### src/rtl/hkspi_responder.sv
// SPI housekeeping responder: oversamples the host SPI pins in the clk domain and turns
// command/address/data bytes into register read/write strobes, plus a flash pass-thru mode.
module hkspi_responder (
   input  logic       clk,
   input  logic       reset,
   input  logic       CSB,
   input  logic       SCK,
   input  logic       SDI,
   output logic       SDO,
   output logic       sdo_enb,
   output logic [7:0] reg_addr,
   output logic [7:0] reg_wdata,
   output logic       reg_wr,
   output logic       reg_rd,
   input  logic [7:0] reg_rdata,
   output logic       pass_thru,
   input  logic       pt_sdo
);

   typedef enum logic [2:0] {
      ST_IDLE, ST_COMMAND, ST_ADDRESS, ST_DATA, ST_PASSTHRU, ST_IGNORE
   } state_t;

   state_t     state_q, state_d;
   logic       csb_s1_q, csb_s1_d, csb_s2_q, csb_s2_d, csb_prev_q, csb_prev_d;
   logic [1:0] csb_vld_q, csb_vld_d;
   logic       csb_arm_q, csb_arm_d;
   logic       sck_s1_q, sck_s1_d, sck_s2_q, sck_s2_d, sck_s3_q, sck_s3_d;
   logic       sdi_s1_q, sdi_s1_d, sdi_s2_q, sdi_s2_d;
   logic [2:0] bit_cnt_q, bit_cnt_d;
   logic [7:0] shift_q, shift_d;
   logic [7:0] sdo_shift_q, sdo_shift_d;
   logic       wr_mode_q, wr_mode_d, rd_mode_q, rd_mode_d;
   logic       inc_pend_q, inc_pend_d;
   logic [7:0] reg_addr_q, reg_addr_d, reg_wdata_q, reg_wdata_d;
   logic       reg_wr_q, reg_wr_d, reg_rd_q, reg_rd_d;
   logic       sdo_q, sdo_d, sdo_enb_q, sdo_enb_d, pass_thru_q, pass_thru_d;

   logic       csb_fall, csb_rise, sck_rise, sck_fall, byte_done;
   logic [7:0] rx_byte;

   always_comb begin
      csb_s1_d   = CSB;
      csb_s2_d   = csb_s1_q;
      csb_prev_d = csb_s2_q;
      sck_s1_d   = SCK;
      sck_s2_d   = sck_s1_q;
      sck_s3_d   = sck_s2_q;
      sdi_s1_d   = SDI;
      sdi_s2_d   = sdi_s1_q;
      // A falling CSB only counts once a real high has been seen since reset, so a
      // host still holding CSB low across reset cannot start a transaction.
      csb_vld_d  = {csb_vld_q[0], 1'b1};
      csb_arm_d  = csb_arm_q | (csb_vld_q[1] & csb_s2_q);

      csb_fall  = csb_arm_q & csb_prev_q & ~csb_s2_q;
      csb_rise  = ~csb_prev_q & csb_s2_q;
      sck_rise  = sck_s2_q & ~sck_s3_q;
      sck_fall  = ~sck_s2_q & sck_s3_q;
      rx_byte   = {shift_q[6:0], sdi_s2_q};
      byte_done = sck_rise & (bit_cnt_q == 3'd7);

      state_d     = state_q;
      bit_cnt_d   = bit_cnt_q;
      shift_d     = shift_q;
      sdo_shift_d = sdo_shift_q;
      wr_mode_d   = wr_mode_q;
      rd_mode_d   = rd_mode_q;
      inc_pend_d  = 1'b0;
      reg_addr_d  = reg_addr_q;
      reg_wdata_d = reg_wdata_q;
      reg_wr_d    = 1'b0;
      reg_rd_d    = 1'b0;
      sdo_d       = sdo_q;
      sdo_enb_d   = sdo_enb_q;
      pass_thru_d = pass_thru_q;

      // Address advances one cycle after a data byte so a write lands at the old address.
      if (inc_pend_q) begin
         reg_addr_d = reg_addr_q + 8'd1;
         reg_rd_d   = rd_mode_q & (state_q == ST_DATA) & ~csb_rise;
      end

      if (reg_rd_q) begin
         sdo_shift_d = reg_rdata;
         sdo_d       = reg_rdata[7];
         sdo_enb_d   = 1'b0;
      end else if (sck_fall && state_q == ST_DATA && rd_mode_q && bit_cnt_q != 3'd0) begin
         sdo_shift_d = {sdo_shift_q[6:0], 1'b0};
         sdo_d       = sdo_shift_q[6];
      end

      if (sck_rise && (state_q == ST_COMMAND || state_q == ST_ADDRESS || state_q == ST_DATA)) begin
         shift_d   = rx_byte;
         bit_cnt_d = bit_cnt_q + 3'd1;
      end

      case (state_q)
         ST_IDLE: if (csb_fall) begin
            state_d   = ST_COMMAND;
            bit_cnt_d = 3'd0;
            wr_mode_d = 1'b0;
            rd_mode_d = 1'b0;
         end
         ST_COMMAND: if (byte_done) begin
            if (rx_byte == 8'h80 || rx_byte == 8'h40 || rx_byte == 8'hC0) begin
               wr_mode_d = rx_byte[7];
               rd_mode_d = rx_byte[6];
               state_d   = ST_ADDRESS;
            end else if (rx_byte == 8'hC4) begin
               state_d     = ST_PASSTHRU;
               pass_thru_d = 1'b1;
               sdo_enb_d   = 1'b0;
            end else begin
               state_d = ST_IGNORE;
            end
         end
         ST_ADDRESS: if (byte_done) begin
            reg_addr_d = rx_byte;
            reg_rd_d   = rd_mode_q & ~csb_rise;
            state_d    = ST_DATA;
         end
         ST_DATA: if (byte_done) begin
            if (wr_mode_q) begin
               reg_wr_d    = 1'b1;
               reg_wdata_d = rx_byte;
            end
            inc_pend_d = 1'b1;
         end
         default: ;
      endcase

      // Ending the session wins over everything except a byte strobe already decided above.
      if (csb_rise && state_q != ST_IDLE) begin
         state_d     = ST_IDLE;
         bit_cnt_d   = 3'd0;
         sdo_d       = 1'b0;
         sdo_enb_d   = 1'b1;
         pass_thru_d = 1'b0;
      end
   end

   always_ff @(posedge clk) begin
      if (reset) begin
         state_q     <= ST_IDLE;
         csb_s1_q    <= 1'b1;
         csb_s2_q    <= 1'b1;
         csb_prev_q  <= 1'b1;
         csb_vld_q   <= 2'b00;
         csb_arm_q   <= 1'b0;
         sck_s1_q    <= 1'b0;
         sck_s2_q    <= 1'b0;
         sck_s3_q    <= 1'b0;
         sdi_s1_q    <= 1'b0;
         sdi_s2_q    <= 1'b0;
         bit_cnt_q   <= 3'd0;
         shift_q     <= 8'h00;
         sdo_shift_q <= 8'h00;
         wr_mode_q   <= 1'b0;
         rd_mode_q   <= 1'b0;
         inc_pend_q  <= 1'b0;
         reg_addr_q  <= 8'h00;
         reg_wdata_q <= 8'h00;
         reg_wr_q    <= 1'b0;
         reg_rd_q    <= 1'b0;
         sdo_q       <= 1'b0;
         sdo_enb_q   <= 1'b1;
         pass_thru_q <= 1'b0;
      end else begin
         state_q     <= state_d;
         csb_s1_q    <= csb_s1_d;
         csb_s2_q    <= csb_s2_d;
         csb_prev_q  <= csb_prev_d;
         csb_vld_q   <= csb_vld_d;
         csb_arm_q   <= csb_arm_d;
         sck_s1_q    <= sck_s1_d;
         sck_s2_q    <= sck_s2_d;
         sck_s3_q    <= sck_s3_d;
         sdi_s1_q    <= sdi_s1_d;
         sdi_s2_q    <= sdi_s2_d;
         bit_cnt_q   <= bit_cnt_d;
         shift_q     <= shift_d;
         sdo_shift_q <= sdo_shift_d;
         wr_mode_q   <= wr_mode_d;
         rd_mode_q   <= rd_mode_d;
         inc_pend_q  <= inc_pend_d;
         reg_addr_q  <= reg_addr_d;
         reg_wdata_q <= reg_wdata_d;
         reg_wr_q    <= reg_wr_d;
         reg_rd_q    <= reg_rd_d;
         sdo_q       <= sdo_d;
         sdo_enb_q   <= sdo_enb_d;
         pass_thru_q <= pass_thru_d;
      end
   end

   assign SDO       = pass_thru_q ? pt_sdo : sdo_q;
   assign sdo_enb   = sdo_enb_q;
   assign reg_addr  = reg_addr_q;
   assign reg_wdata = reg_wdata_q;
   assign reg_wr    = reg_wr_q;
   assign reg_rd    = reg_rd_q;
   assign pass_thru = pass_thru_q;

endmodule

### config.mk
export PLATFORM = sky130hd
export DESIGN_NAME = hkspi_responder
export DESIGN_NICKNAME = d
export VERILOG_FILES = /design/src/rtl/hkspi_responder.sv
export SDC_FILE = /design/constraint.sdc
export NUM_CORES = 1
export LEC_CHECK = 0
export BUFFER_PORTS_ARGS = -buffer_cell sky130_fd_sc_hd__buf_2
export CELL_PAD_IN_SITES_DETAIL_PLACEMENT = 0
export CELL_PAD_IN_SITES_GLOBAL_PLACEMENT = 1
export CORE_MARGIN = 4
export CORE_UTILIZATION = 43
export CTS_CLUSTER_DIAMETER = 120
export CTS_CLUSTER_SIZE = 20
export DETAILED_ROUTE_END_ITERATION = 8
export MAX_ROUTING_LAYER = met4
export PLACE_DENSITY_LB_ADDON = 0.3
export SLEW_MARGIN = 20
export SYNTH_ARGS = -nofsm -noshare
export SYNTH_HDL_FRONTEND = slang
export SYNTH_SLANG_ARGS = --single-unit
export TNS_END_PERCENT = 1
### constraint.sdc
create_clock -name clk -period 2.29 [get_ports clk]
set_input_delay 0 -clock clk [delete_from_list [all_inputs] [get_ports clk]]
set_output_delay 0 -clock clk [all_outputs]
set_load 0.005 [all_outputs]
==> run metrics <==
number of synthesized flops with an enable pin 0; number of antenna violations at the first check in global routing 0; sequential standard cell area approximately 0.0011 sq mm; outcome complete, no violations; Req. time, crit path 2.48 ns; tightest slew margin relative to the limit 65.8%; weighted congestion at the end of routability-driven global placement 0.858; nature of the critical path endpoint register; half-perimeter wire length after placement around 3300 microns; reg-to-reg critical path endpoint reg_wdata[3]; leading cell types in the layout, fill and taps excluded dfxtp_1 (55), nor2_1 (42), buf_2 (34); clock root buffer clkbuf_8; Worst Hold Path Cells 2; number of global-route vias before repair about 1700; Warnings, synthesis 0; reg-to-reg slack, setup 0.35 ns; layout net count 301; area of all placed cells without fillers around 0.0028 sq mm; area of the placeable core 0.00520 sq mm; total global routing overflow 0; remaining antenna violation count after routing 0; synthesized area per cell 9.70 sq um; Synth async-reset ratio 0%; Max VDD drop 0.395 mV; number of failing hold endpoints at the final stage 0; total routed wirelength about 4700 microns; upper clock frequency limit 0.515 GHz; CTS tree yes; count of pins over their slew limit 0; kind of cell adding the most delay to the critical path simple AND/OR/NAND/NOR gates; total of buffers placed on input and output ports 34; startpoint of the worst-slack reg-to-reg timing path state_q[0]; minimum period implied by the final worst setup slack between 1.5 and 2 ns; Starting DRT DRC Count 77; Critical-path top delay cell dfxtp_1; number of inserted filler cells in the final layout 505; sink of the worst hold path csb_vld_q[0]; global-route wire length before repair between 7000 and 8000 microns; Clock H-tree levels 2; sequential element share of the synthesized area 46.9%; total DRC errors in the routed layout 0; Leak Pwr 0.00111 uW; commonest non-fill, non-tap cell in the layout dfxtp_1; total negative slack for setup checks 0 ns; antenna cell count 0; routed len/inst 13.3 microns; Cell Pwr Density 573 mW/mm^2; max-cap violations 0; Syn Std Cell Area roughly 0.0023 sq mm; area enclosed by the die boundary 0.00671 sq mm; floorplan row count 26; maximum number of pins on one net before global-route repair 26; final core utilization 52.9%; I/O pin count 35; Post-Synthesis Net Count 260; Critical Path Source Type register; Critical Path, Cell by Cell nand4b_1 > nor3_4 > mux2i_1 > nor2_1; insertion delay of the later-clocked pin in the worst-skew pair 0.30 ns; post-synthesis cell count 242; type of the most critical hold path primary input to register; Critical path buffers and inverters 0; crit path DAT around 2.1 ns; number of failing setup endpoints in the final timing report 0; Layout Skew 0.00612 ns; most used flip-flop cell after synthesis dfxtp_1; vias post-DR 1778; total clock buffers created by CTS 5; worst hold path startpoint reset; Area growth, synth to finish 17.3%; number of distinct library cells after synthesis 44; combined area of the multi-input logic cells 0.00114 sq mm; Worst Setup Slack post-DPL 0.374 ns; Largest stage delay, worst path slightly above 0.6 ns; placed cell areas 0.00256 sq mm; x dimension of the die 81.9 microns; Total GRT Usage 15.7%; startpoint-to-endpoint class of the critical path register to register; worst-case reg-to-reg path depth 4; starting density of the core 45.1%; Crit Path Max Fanout 13; Max Buffers Root-to-Sink 2; total of cells resized after clock tree synthesis 0; number of hold-repair buffers added at the cts stage 11; slack of the critical path 0.347 ns; clock-pin transition on the worst setup and hold timing paths 0.09 ns; setup repair after global routing missed its margin false; total number of clock tree sinks 55; number of optimization iterations in the first detailed-route pass 4; Least-Margin Pin Slew between 0.5 and 0.6 ns; post-route fraction of the period consumed by the critical path 84.9%; number of vias per cell 5.04; vertical die dimension between 80 and 90 microns; register bit count reported by yosys 55; post-CTS setup repair buffer count 0; fraction of final layout cells sized beyond drive strength 1 19.1%
## cells in the mapped netlist, types with 2 or more instances
cell type,number,share of area [%]
dfxtp_1,55,47
ha_1,4,2.1
buf_6,3,1.4
xnor2_1,4,1.5
nand2_1,7,1.1
inv_1,9,1.4
nor3_4,2,1.4
o21a_1,2,0.64
nand4_1,5,1.3
clkbuf_1,8,1.3
nor4_1,2,0.53
nor2b_1,8,2.1
nor3_1,5,1.1
mux2i_1,25,11
xor2_1,4,1.5
a21oi_1,6,1.3
buf_2,2,0.43
a31oi_1,2,0.53
or2_2,3,0.80
nand3b_1,2,0.64
a211oi_1,15,4.8
a21o_1,2,0.64
or3_1,3,0.80
nor2_1,42,6.7
nand3_1,3,0.64
## worst reg2reg max path, stage by stage, from the launching register on
cell and delay (ns):
dfxtp_1 0.62, nand4b_1 0.39, nor3_4 0.52, mux2i_1 0.25, nor2_1 0.06
## registers in the layout, summed over array words and instances (netlist names), 2 cells and up
signal / cells
reg_addr: 8
reg_wdata: 8
sdo_shift_q: 7
shift_q: 7
bit_cnt_q: 3
state_q: 3
csb_vld_q: 2
## final cells by class
class	count	share of cell area, %
well taps	70	3.18
repair buffers	48	11.0
clock buffers	6	3.00
clock inverters	1	0.182
inverters	9	1.23
flip-flops and latches	55	40.0
multi-input cells	164	41.4
## per-layer routing
metal	up-vias	wire [microns]	GRT usage [%]
met2	35	2090	24.1
met3	4	184	2.63
met4	0	56	5.48
met1	812	2380	21.0
li1	927	-	-
met5	-	0	-
## kinds of logic after synthesis
| logic type | count (synthesis) | synth area share, % |
|---|---|---|
| buffers and inverters | 23 | 4.79 |
| adders and majority gates | 5 | 2.56 |
| muxes | 26 | 11.1 |
| xor gates and xnor gates | 8 | 2.98 |
| DFF | 55 | 46.9 |
| and+or+nand+nor | 91 | 21.3 |
| AOI/OAI and AO/OA | 34 | 10.3 |
## worst max path at each step
stage                      start           end  cells after the start
finish                state_q[0]  reg_wdata[3]                      4
global placement      state_q[0]  reg_wdata[4]                      4
detailed placement  bit_cnt_q[0]  reg_wdata[3]                      6
global route          state_q[0]  reg_wdata[6]                      4
CTS                   state_q[0]  reg_wdata[3]                      4
floorplan           bit_cnt_q[0]   reg_addr[5]                      8
## power breakdown
group          switching (uW)  leakage, uW  total [uW]  internal, uW
Clock                     283    0.0000470         521           238
Sequential               14.6     0.000445         982           967
Combinational            35.2     0.000620        76.0          40.8
## per-stage QoR
stage | hold slack, ns | power (uW) | instances
6_report | 0.0979 | 1580 | 353
5_1_grt | 0.116 | 1650 | 353
4_1_cts | 0.0930 | 1600 | 353
3_5_place_dp | 0.190 | 1070 | 335
3_3_place_gp | 0.187 | 1070 | 335
2_1_floorplan | 0.104 | 1050 | 242
(Power assumes the default switching activity.)
